--- config.mk ---
export PLATFORM = sky130hd
export DESIGN_NAME = mdu_issue_ctrl
export DESIGN_NICKNAME = d
export VERILOG_FILES = /design/src/rtl/mdu_issue_ctrl_pkg.sv /design/src/rtl/mdu_issue_ctrl_md_op_decode.sv /design/src/rtl/mdu_issue_ctrl.sv
export SDC_FILE = /design/constraint.sdc
export NUM_CORES = 1
export LEC_CHECK = 0
export BUFFER_PORTS_ARGS = -buffer_cell sky130_fd_sc_hd__buf_2
export CAP_MARGIN = 20
export CORE_AREA = 3 3 92 94
export CTS_CLUSTER_DIAMETER = 150
export DETAILED_ROUTE_END_ITERATION = 10
export DIE_AREA = 0 0 95 97
export MAX_ROUTING_LAYER = met4
export PLACE_DENSITY = 0.67
export SLEW_MARGIN = 25
export SYNTH_ARGS = -nofsm -noshare
export SYNTH_HDL_FRONTEND = slang
export SYNTH_SLANG_ARGS = --single-unit
export TNS_END_PERCENT = 30
--- constraint.sdc ---
create_clock -name clk -period 1.3 [get_ports clk]
set_input_delay 0.065 -clock clk [delete_from_list [all_inputs] [get_ports clk]]
set_output_delay 0.065 -clock clk [all_outputs]
set_load 0.05 [all_outputs]
--- src/rtl/mdu_issue_ctrl_pkg.sv ---
`default_nettype none
// ============================================================================
// Module      : mdu_issue_ctrl_pkg
// Description : Shared constants for the MDU issue controller: EX md-class
//               opcode encodings, MDU control codes and occupancy FSM states.
// Revision    : 1.0 - initial release
// ============================================================================
package mdu_issue_ctrl_pkg;

    // MDU MDUCtrl codes
    localparam logic [2:0] c_mdu_mult  = 3'd0;
    localparam logic [2:0] c_mdu_multu = 3'd1;
    localparam logic [2:0] c_mdu_div   = 3'd2;
    localparam logic [2:0] c_mdu_divu  = 3'd3;
    localparam logic [2:0] c_mdu_mtlo  = 3'd4;
    localparam logic [2:0] c_mdu_mthi  = 3'd5;

    // md-class opcode of the instruction in EX
    localparam logic [3:0] c_md_none  = 4'd0;
    localparam logic [3:0] c_md_mult  = 4'd1;
    localparam logic [3:0] c_md_multu = 4'd2;
    localparam logic [3:0] c_md_div   = 4'd3;
    localparam logic [3:0] c_md_divu  = 4'd4;
    localparam logic [3:0] c_md_mthi  = 4'd5;
    localparam logic [3:0] c_md_mtlo  = 4'd6;
    localparam logic [3:0] c_md_mfhi  = 4'd7;
    localparam logic [3:0] c_md_mflo  = 4'd8;

    // Shadow occupancy FSM states
    typedef enum logic [0:0] {
        ST_IDLE = 1'b0,
        ST_RUN  = 1'b1
    } md_state_e;

endpackage : mdu_issue_ctrl_pkg
`default_nettype wire

--- src/rtl/mdu_issue_ctrl_md_op_decode.sv ---
`default_nettype none
// ============================================================================
// Module      : md_op_decode
// Description : Pure combinational class decode of an md-class opcode plus
//               the opcode to MDUCtrl mapping.
// Revision    : 1.0 - initial release
// ============================================================================
module md_op_decode
    import mdu_issue_ctrl_pkg::*;
(
    input  logic [3:0] i_op,
    output logic       o_is_long,
    output logic       o_is_mt,
    output logic       o_is_mf,
    output logic       o_is_md,
    output logic       o_is_mul,
    output logic [2:0] o_ctrl
);

    // Classify the opcode and pick the MDU control code it maps to
    always_comb begin
        o_is_long = 1'b0;
        o_is_mt   = 1'b0;
        o_is_mf   = 1'b0;
        o_is_mul  = 1'b0;
        o_ctrl    = 3'd0;
        case (i_op)
            c_md_mult:  begin o_is_long = 1'b1; o_is_mul = 1'b1; o_ctrl = c_mdu_mult;  end
            c_md_multu: begin o_is_long = 1'b1; o_is_mul = 1'b1; o_ctrl = c_mdu_multu; end
            c_md_div:   begin o_is_long = 1'b1; o_ctrl = c_mdu_div;   end
            c_md_divu:  begin o_is_long = 1'b1; o_ctrl = c_mdu_divu;  end
            c_md_mthi:  begin o_is_mt   = 1'b1; o_ctrl = c_mdu_mthi;  end
            c_md_mtlo:  begin o_is_mt   = 1'b1; o_ctrl = c_mdu_mtlo;  end
            c_md_mfhi:  o_is_mf = 1'b1;
            c_md_mflo:  o_is_mf = 1'b1;
            default:    ;
        endcase
        o_is_md = o_is_long | o_is_mt | o_is_mf;
    end

endmodule : md_op_decode
`default_nettype wire

--- src/rtl/mdu_issue_ctrl.sv ---
`default_nettype none
// ============================================================================
// Module      : mdu_issue_ctrl
// Description : EX-stage front end for the multiply/divide unit. Decodes the
//               md-class instruction in EX, issues it to the MDU, tracks MDU
//               occupancy with a shadow FSM/counter to stall later md-class
//               instructions, and returns mfhi/mflo data to the EX result mux.
// Revision    : 1.0 - initial release
// ============================================================================
module mdu_issue_ctrl
    import mdu_issue_ctrl_pkg::*;
#(
    parameter int unsigned MULT_CYCLES = 5,
    parameter int unsigned DIV_CYCLES  = 10
) (
    input  logic        clk,
    input  logic        reset,
    input  logic        in_valid,
    input  logic [3:0]  in_op,
    input  logic [31:0] in_rs,
    input  logic [31:0] in_rt,
    input  logic        ex_flush,
    input  logic        mdu_busy,
    input  logic [31:0] mdu_hi,
    input  logic [31:0] mdu_lo,
    output logic        mdu_start,
    output logic        mdu_en,
    output logic [2:0]  mdu_ctrl,
    output logic [31:0] mdu_srca,
    output logic [31:0] mdu_srcb,
    output logic        stall,
    output logic        mf_valid,
    output logic [31:0] mf_data
);

    localparam logic [3:0] c_mult_cnt = 4'(MULT_CYCLES);
    localparam logic [3:0] c_div_cnt  = 4'(DIV_CYCLES);

    md_state_e  r_state;
    logic [3:0] r_cnt;

    logic       w_is_long;
    logic       w_is_mt;
    logic       w_is_mf;
    logic       w_is_md;
    logic       w_is_mul;
    logic [2:0] w_ctrl;
    logic       w_live;
    logic       w_occupied;
    logic       w_issue;

    md_op_decode u_decode (
        .i_op      (in_op),
        .o_is_long (w_is_long),
        .o_is_mt   (w_is_mt),
        .o_is_mf   (w_is_mf),
        .o_is_md   (w_is_md),
        .o_is_mul  (w_is_mul),
        .o_ctrl    (w_ctrl)
    );

    // A flushed EX instruction is dead; an MDU reporting busy keeps us
    // occupied even if the shadow FSM believes it is idle.
    assign w_live     = in_valid & ~ex_flush;
    assign w_occupied = (r_state == ST_RUN) | mdu_busy;
    assign w_issue    = w_live & (w_is_long | w_is_mt) & ~w_occupied;

    assign stall      = w_live & w_is_md & w_occupied;
    assign mdu_start  = w_issue;
    assign mdu_en     = ~ex_flush;
    assign mdu_ctrl   = w_issue ? w_ctrl : 3'd0;
    assign mdu_srca   = in_rs;
    assign mdu_srcb   = in_rt;
    assign mf_valid   = w_live & w_is_mf & ~w_occupied;

    // Select HI or LO for the move-from read path
    always_comb begin
        mf_data = 32'd0;
        if (in_op == c_md_mfhi) begin
            mf_data = mdu_hi;
        end else if (in_op == c_md_mflo) begin
            mf_data = mdu_lo;
        end
    end

    // Shadow occupancy FSM: count down the MDU latency after a long-op issue
    always_ff @(posedge clk) begin
        if (reset) begin
            r_state <= ST_IDLE;
            r_cnt   <= 4'd0;
        end else begin
            case (r_state)
                ST_IDLE: begin
                    if (w_issue && w_is_long) begin
                        r_cnt   <= w_is_mul ? c_mult_cnt : c_div_cnt;
                        r_state <= ST_RUN;
                    end
                end
                ST_RUN: begin
                    if (r_cnt == 4'd1) begin
                        r_cnt   <= 4'd0;
                        r_state <= ST_IDLE;
                    end else begin
                        r_cnt   <= r_cnt - 4'd1;
                    end
                end
                default: begin
                    r_state <= ST_IDLE;
                    r_cnt   <= 4'd0;
                end
            endcase
        end
    end

endmodule : mdu_issue_ctrl
`default_nettype wire

==> out/results.tsv, run 1 <==
metric	value	unit
finish.net_count	375	
n_fill_cell	819	
path_max_fanout	5	
skew	0.00435	ns
cts_tree	done	
slew_violations	0	
rows	32	
worst_path_max_delay_cell	dfxtp_2	
crit_type	flop to output port	
antenna_left	0	
cp-end-kind	output port	
worstSkewPairLatency	0.23	ns
finalPower	1.10	mW
setup_viol	1	
fin_crit_sh	100	%
fp.dieW	95	um
ios	240	
crit_buf_inv	1	
worstRegToRegCells	5	
cts_buffer_depth	2	
finalCriticalPeriod	1.30	ns
synth.area.top_cells	buf_4 (38%), a22o_1 (21%), dfxtp_1 (7.4%)	
wl	5.48	mm
fp.dieArea	9220	sq um
arrival	1.24	ns
violations	negative setup slack	
reg2reg_slack	0.02	ns
synth-async-reset-ratio	0	%
htreeDepth	1	
area_growth	61.8	%
grt_pass1_wl	7.58	mm
cts-root-buf	clkbuf_8	
hpwlAfterDp	4.46	mm
outcome	finished, violations left	
instances_no_fill	338	
yosysSeqAreaShare	7.44	%
yosysMostFrequentCell	buf_4	
fmax	0.768	GHz
regToRegStartpoint	r_cnt[0]	
clk_pin_slew	0.04	ns
crit_path_start_kind	flop	
multi_input_area	846	sq um
placed_area	1800	sq um
hp-class	input pin to flop	
yosysUniqueCellTypes	40	
worstHoldEndpoint	r_state	
grt_remaining_overflow	0	
core_area	7730	sq um
postLayoutCellArea	2180	sq um
max_slew_margin	70.2	%
vias	1473	
syn_area_per_cell	7.77	sq um
antenna_found_initial	1	
syn_inst	173	
ff_latch_area	104	sq um
grt_pass1_vias	1494	
yosys_warnings	0	
ys_dominant_reg_cell	dfxtp_1	
worstMarginPinSlew	0.445	ns
cts_sinks	5	
synth_top_area_cell	buf_4	
drive_gt1_share	73.2	%
drtPass1Iterations	3	
drc	0	
required	1.24	ns
hold_viol_final	0	
start_util	17.4	%
numCtsBuffers	3	
synth_edf_count	0	
die_h	97	um
dp_slack	-0.166	ns
grt.total_usage	10.7	%
portBuffers	111	
ys_ff_latch	5	
cp_top_family	simple AND/OR/NAND/NOR gates	
whs	0.111	ns
cp_cell_sequence	or2b_4, nor3_4, buf_12	
setup_tns	-0.00211	ns
hp-start	reset	
syn_nets	312	
grt_max_degree	23	
layout_setup_ws	-0.00211	ns
yosys-top-cells-count	buf_4 (68), a22o_1 (32)	
drt_iter0_drc	20	
dp_cells	332	
wire_per_inst	16.2	um
peakVddDrop	0.000298	V
via_per_inst	4.36	
holdPathStages	2	
p_leak	1.04	nW
utilization	28.2	%
crit_path_max_incr_delay	0.34	ns
rsz0062_at_grt	true	
synth_top_area_share	38.0	%
syn_area	1350	sq um
gp_routability_congestion	0.843	
cap_violations	0	
p_per_area	506	nW/um^2
timing.rr.end	r_cnt[1]	
-- what timing repair did --
item | CTS | global route
pin swaps | 3 | 11
hold buffers | 0 | 0
buffers inserted | 0 | 1
gates resized for setup | 53 | 40
endpoints found under the setup margin | 40 | 43
-- final cells by class --
class	instances	area share, %
timing repair buffer	135	47.6
multi-input combinational	87	38.9
sequential	5	4.77
clock buffer	4	2.07
inverter	4	0.690
tap	102	5.87
antenna	1	0.115
-- how the worst max path moves through the flow --
stage | endpoint | slack, ns | start | depth (start not counted)
5_1_grt | r_cnt[1] | -0.04 | r_cnt[0] | 5
3_3_place_gp | mf_valid | -0.14 | in_op[0] | 6
2_1_floorplan | mdu_ctrl[0] | -0.30 | ex_flush | 3
4_1_cts | r_state | -0.05 | r_cnt[1] | 7
3_5_place_dp | mf_data[15] | -0.17 | in_op[0] | 6
6_report | mdu_start | -0.002 | r_state | 3
-- routing by layer --
layer / vias up / routed length [um] / part of all wire [%] / global-route usage (%)
met5: - / 0 / 0 / -
met4: 0 / 147 / 2.7 / 3.44
met3: 21 / 499 / 9.1 / 2.95
met2: 85 / 2610 / 48 / 18.0
met1: 680 / 2220 / 40 / 12.1
li1: 687 / - / - / -
-- power breakdown --
part           leakage, nW  total [mW]  switching, mW  internal, mW
clock               0.0228       0.297         0.0855         0.211
combinational        0.978       0.630          0.329         0.301
sequential          0.0421       0.175        0.00791         0.167
-- worst reg2reg max path, stage by stage (launching register included) --
cell and delay (ns):
dfxtp_2 0.35, buf_6 0.10, inv_1 0.07, ha_1 0.28, nor3b_1 0.04, or3_1 0.31
-- registers in the layout, indices dropped and copies added (netlist names) --
signal / cells
r_state: 1
r_cnt: 4
-- kinds of logic (layout without fill, tap and decap cells) --
group	count (synthesis)	count (layout)	share of synthesized area, %
other	0	1	0
DFF	5	5	7.44
adders and majority gates	2	2	1.86
AOI/OAI and AO/OA	48	48	28.9
buffers and inverters	81	143	42.6
muxes	1	1	0.744
and+or+nand+nor	35	35	17.8
xor gates and xnor gates	1	1	0.651
-- placed cells by master (no fill, tap or decap), drive strengths merged, types with 2 or more instances in the layout --
cell type  netlist  layout
dfxtp            5       5
and4b            2       2
nand2            2       2
ha               2       2
a211oi           2       2
or3              3       3
or2              2       2
nor2             5       5
clkbuf           4       4
inv              4       4
a22o            32      32
nor4             2       2
a21oi            5       5
nor4b            3       3
nor3             5       5
buf             73     135
or2b             2       2
o21ai            2       2
nand3            2       2
nor2b            2       2
a31oi            2       2
Power figures use the tool's default switching activity.
==> run 2: changes to the inputs <==
--- a/config.mk
+++ b/config.mk
@@ -13,6 +13,7 @@
 export DIE_AREA = 0 0 95 97
 export MAX_ROUTING_LAYER = met4
 export PLACE_DENSITY = 0.67
+export SETUP_SLACK_MARGIN = 0.5
 export SLEW_MARGIN = 25
 export SYNTH_ARGS = -nofsm -noshare
 export SYNTH_HDL_FRONTEND = slang
==> run 2 against run 1 <==
The run now ends clean. Via count increased by 1.7%. Sequential power about the same. Global-route usage increased by 1.2 points. Largest cell class unchanged. Critical path depth increased by 2. Sequential share of layout area decreased by 0.32 points. Utilization increased by 3.4 points. Flip-flop and latch count unchanged. Count of clock-buffer cells in the layout unchanged. Clock skew decreased by 0.0037 ns. Setup slack improved by 0.0059 ns. Critical endpoint is now r_cnt[3]. First-iteration DRC count increased by 90%.
==> out/results.tsv, run 2 (synthesis results as in run 1) <==
metric	value	unit
outcome	finished clean	
cts-root-buf	clkbuf_8	
crit_path_max_incr_delay	0.34	ns
p_per_area	479	nW/um^2
fp.dieW	95	um
dp_slack	-0.111	ns
rows	32	
clk_pin_slew	0.04	ns
swShare	38.3	%
mostFrequentLayoutCells	buf_2 (68), buf_6 (36), a22o_1 (24), buf_4 (14)	
gp_routability_congestion	0.728	
finalPower	1.17	mW
antenna_left	0	
reg2reg_slack	0.004	ns
ff_latch_area	109	sq um
cp_num_cells	5	
netSwitchingPower	0.448	mW
start_util	17.4	%
core_area	7730	sq um
whs	0.108	ns
p_leak	1.13	nW
startpoint	r_cnt[0]	
setup_viol	0	
mostFrequentLayoutCell	buf_2	
finish.net_count	378	
path_max_fanout	2	
worstMarginPinSlew	0.387	ns
combPwrFrac	59.5	%
hpwlAfterDp	4.10	mm
fp.dieArea	9220	sq um
grt_pass1_vias	1555	
max_slew_margin	74.0	%
fmax	0.771	GHz
crit_type	flop to flop	
via_per_inst	4.41	
cts_buffer_depth	2	
drc	0	
hp-class	input pin to flop	
required	1.41	ns
grt_remaining_overflow	0	
cts_sinks	5	
wire_per_inst	17.0	um
grt.total_usage	11.9	%
arrival	1.41	ns
drive_gt1_share	75.6	%
cp_cell_sequence	buf_6, or3_4, mux2i_1, nor2_1, o32a_1	
top_regs	r_cnt: 4 flops, r_state: 1 flops	
worstSkewPairLatency	0.23	ns
cap_violations	0	
htreeDepth	1	
worstRegToRegCells	5	
worst_path_max_delay_cell	dfxtp_4	
seqPwrFrac	14.7	%
numCtsBuffers	3	
timing.rr.end	r_cnt[3]	
hold_viol_final	0	
drt_iter0_drc	38	
area_growth	81.6	%
endpoint	r_cnt[3]	
grt_max_degree	23	
crit_path_start_kind	flop	
multi_input_area	902	sq um
portBuffers	111	
regToRegStartpoint	r_cnt[0]	
drtPass1Iterations	4	
wl	5.77	mm
finalCriticalPeriod	1.30	ns
fin_crit_sh	99.7	%
crit_buf_inv	1	
n_fill_cell	778	
placed_area	1800	sq um
rsz0062_at_grt	true	
largest_reg_flops	4	
slew_violations	0	
cp-end-kind	flop	
regMostFlops	r_cnt	
postLayoutCellArea	2440	sq um
skew	0.000693	ns
dp_cells	329	
layout_setup_ws	0.00381	ns
antenna_found_initial	0	
internal-power	0.722	mW
cp_top_family	simple AND/OR/NAND/NOR gates	
cts_tree	done	
vias	1498	
grt_pass1_wl	8.13	mm
die_h	97	um
peakVddDrop	0.000205	V
instances_no_fill	340	
diodes	0	
holdPathStages	2	
power_frac_clock	25.8	%
ios	240	
## run 2: changes by cell type in the layout (fill, tap and decap cells not counted), sizes merged
cell	change
diode	-1
clkbuf	+2
bufbuf	+1
## run 2: how the worst min path moves through the flow
| stage | endpoint | start | slack [ns] |
|---|---|---|---|
| 2_1_floorplan | mf_valid | mdu_busy | 0.20 |
| 3_3_place_gp | mdu_srca[21] | in_rs[21] | 0.13 |
| 3_5_place_dp | mdu_srca[21] | in_rs[21] | 0.13 |
| 4_1_cts | r_state | reset | 0.11 |
| 5_1_grt | r_cnt[2] | reset | 0.13 |
| 6_report | r_state | reset | 0.11 |
## run 2: routing by layer
| layer | global-route usage (%) | part of all wire [%] |
|---|---|---|
| met1 | 13.6 | 40 |
| met2 | 19.9 | 49 |
| met3 | 2.64 | 9.1 |
| met4 | 4.55 | 2.1 |
| met5 | - | 0 |
## run 2: timing repair
item	4_1_cts	5_1_grt
gates resized for setup	120	7
setup endpoints to repair	43	43
pin swaps	16	27
gates cloned	2	2
buffers inserted	1	2
hold buffers	0	0
## run 2: final cells by class
type	instances	area share, %
repair buffers	138	50.8
multi-input cells	87	36.9
well taps	102	5.23
flip-flops and latches	5	4.46
clock buffers	4	1.84
inverters	4	0.717
## run 2: power groups by stage
stage / clock network (mW) / logic, mW / registers [mW]
3_3_place_gp: 0 / 0.540 / 0.174
6_report: 0.302 / 0.696 / 0.173
5_1_grt: 0.314 / 0.739 / 0.174
2_1_floorplan: 0 / 0.840 / 0.176
4_1_cts: 0.303 / 0.677 / 0.173
3_5_place_dp: 0 / 0.547 / 0.174
## run 2: stage by stage
step,utilization (%),setup TNS [ns]
after CTS,30.5,0
after detailed placement,23.3,-1.58
after global placement,23.3,-0.689
final,31.6,0
after floorplan,-,-3.00
after global routing,31.6,-0.139
==> run 3: changes to the inputs <==
--- a/config.mk
+++ b/config.mk
@@ -7,12 +7,14 @@
 export LEC_CHECK = 0
 export BUFFER_PORTS_ARGS = -buffer_cell sky130_fd_sc_hd__buf_2
 export CAP_MARGIN = 20
-export CORE_AREA = 3 3 92 94
+export CELL_PAD_IN_SITES_DETAIL_PLACEMENT = 2
+export CELL_PAD_IN_SITES_GLOBAL_PLACEMENT = 2
+export CORE_MARGIN = 3
+export CORE_UTILIZATION = 10
 export CTS_CLUSTER_DIAMETER = 150
 export DETAILED_ROUTE_END_ITERATION = 10
-export DIE_AREA = 0 0 95 97
 export MAX_ROUTING_LAYER = met4
-export PLACE_DENSITY = 0.67
+export PLACE_DENSITY = 0.89
 export SETUP_SLACK_MARGIN = 0.5
 export SLEW_MARGIN = 25
 export SYNTH_ARGS = -nofsm -noshare
==> run 3 against run 2 <==
Sequential power is essentially flat. Setup slack better by 0.020 ns. Final cell count up 22%. Sequential share of layout area shrank 0.50 points. Clock skew decreased by 0.00062 ns. Global-route usage shrank 1.5 points. Critical path depth increased by 1. Via count up 4.5%. First-iteration DRC count decreased by 34%. Critical endpoint is now r_cnt[0].
==> out/results.tsv, run 3 (synthesis results as in run 1) <==
metric	value	unit
cap_violations	0	
fin_crit_sh	98.1	%
via_per_inst	3.76	
cts_sinks	5	
outcome	finished clean	
drt_iter0_drc	25	
p_per_area	540	nW/um^2
die_h	122	um
cts_tree	done	
setup_tns	0	ns
cp_num_cells	6	
cts-root-buf	clkbuf_16	
fmax	0.784	GHz
grt_pass1_vias	1792	
mostFrequentLayoutCell	buf_2	
arrival	1.38	ns
grt_pass1_wl	11.2	mm
wl	8.21	mm
dp_cells	403	
crit_buf_inv	1	
crit_path_max_incr_delay	0.32	ns
crit_type	flop to flop	
antenna_left	0	
top_regs	r_cnt: 4 flops, r_state: 1 flops	
grt_remaining_overflow	0	
rows	41	
fp.dieW	122	um
clk_pin_slew	0.03	ns
hp-class	input pin to output port	
worstSkewPairLatency	0.23	ns
worst_path_max_delay_cell	dfxtp_2	
worstRegToRegCells	6	
drc	0	
vias	1566	
worstMarginPinSlew	0.385	ns
regMostFlops	r_cnt	
drtPass1Iterations	3	
grt.total_usage	10.4	%
max_slew_margin	74.1	%
diodes	0	
finalCriticalPeriod	1.28	ns
htreeDepth	1	
cp_top_family	flip-flops	
crit_path_start_kind	flop	
grt_max_degree	17	
largest_reg_flops	4	
mostFrequentLayoutCells	buf_2 (69), buf_6 (33), a22o_1 (21), buf_4 (20), buf_12 (13)	
fp.dieArea	14900	sq um
holdPathStages	0	
utilization	20.4	%
skew	0.0000677	ns
cp_cell_sequence	inv_2, ha_4, nand2b_4, or2_4, a311oi_2, a211oi_1	
p_leak	1.19	nW
cp-end-kind	flop	
rsz0062_at_grt	true	
core_area	12900	sq um
ios	240	
antenna_found_initial	0	
required	1.40	ns
gp_routability_congestion	0.790	
n_fill_cell	1455	
cts_buffer_depth	2	
hpwlAfterDp	6.23	mm
setup_viol	0	
hold_viol_final	0	
path_max_fanout	2	
portBuffers	111	
instances_no_fill	416	
slew_violations	0	
area_growth	95.3	%
finish.net_count	384	
peakVddDrop	0.000703	V
start_util	10.4	%
cts_hold_buf	0	
numCtsBuffers	3	
wire_per_inst	19.7	um
drive_gt1_share	76.6	%
-- run 3: through the flow --
| stage | power [mW] | hold WS, ns | cell area [sq um] | setup WS, ns |
|---|---|---|---|---|
| finish | 1.42 | 0.130 | 2630 | 0.0241 |
| global route | 1.48 | 0.130 | 2630 | -0.0219 |
| CTS | 1.38 | 0.130 | 2440 | 0.0227 |
| detailed placement | 0.777 | 0.130 | 2000 | -0.192 |
| global placement | 0.757 | 0.130 | 2000 | -0.0987 |
| floorplan | 1.02 | 0.197 | 1450 | -0.147 |
-- run 3: power breakdown --
part	switching [mW]	internal [mW]
combinational	0.375	0.359
clock	0.101	0.406
sequential	0.00937	0.167
-- run 3: final timing paths --
check / start / endpoint / slack, ns
min: in_rs[11] / mdu_srca[11] / 0.13
min reg2reg: r_cnt[2] / r_cnt[2] / 0.54
max reg2reg: r_cnt[1] / r_cnt[0] / 0.02
max: r_cnt[1] / r_cnt[0] / 0.02
-- run 3: cell type report --
cell class | count | area [sq um] | area share [%]
clock buffer | 4 | 78.8 | 3.00
multi-input combinational | 87 | 913 | 34.8
sequential | 5 | 104 | 3.95
tap | 172 | 215 | 8.19
timing repair buffer | 144 | 1300 | 49.5
inverter | 4 | 15.0 | 0.572
-- run 3: timing repair --
action / in CTS / in global routing
gates cloned: 3 / 0
pin swaps: 7 / 36
buffers inserted: 6 / 0
gates resized for setup: 67 / 43
endpoints found under the setup margin: 43 / 43
-- run 3: layer usage --
layer	routed length [um]	track usage, %	vias up
li1	-	-	706
met1	2840	10.4	743
met2	4550	19.6	89
met3	564	2.51	28
met4	253	3.36	0
met5	0	-	-
-- run 3: worst register-to-register path: stages (launching register included) --
cell      delay, ns
dfxtp_2        0.32
inv_2          0.08
ha_4           0.15
nand2b_4       0.05
or2_4          0.24
a311oi_2       0.24
a211oi_1       0.07
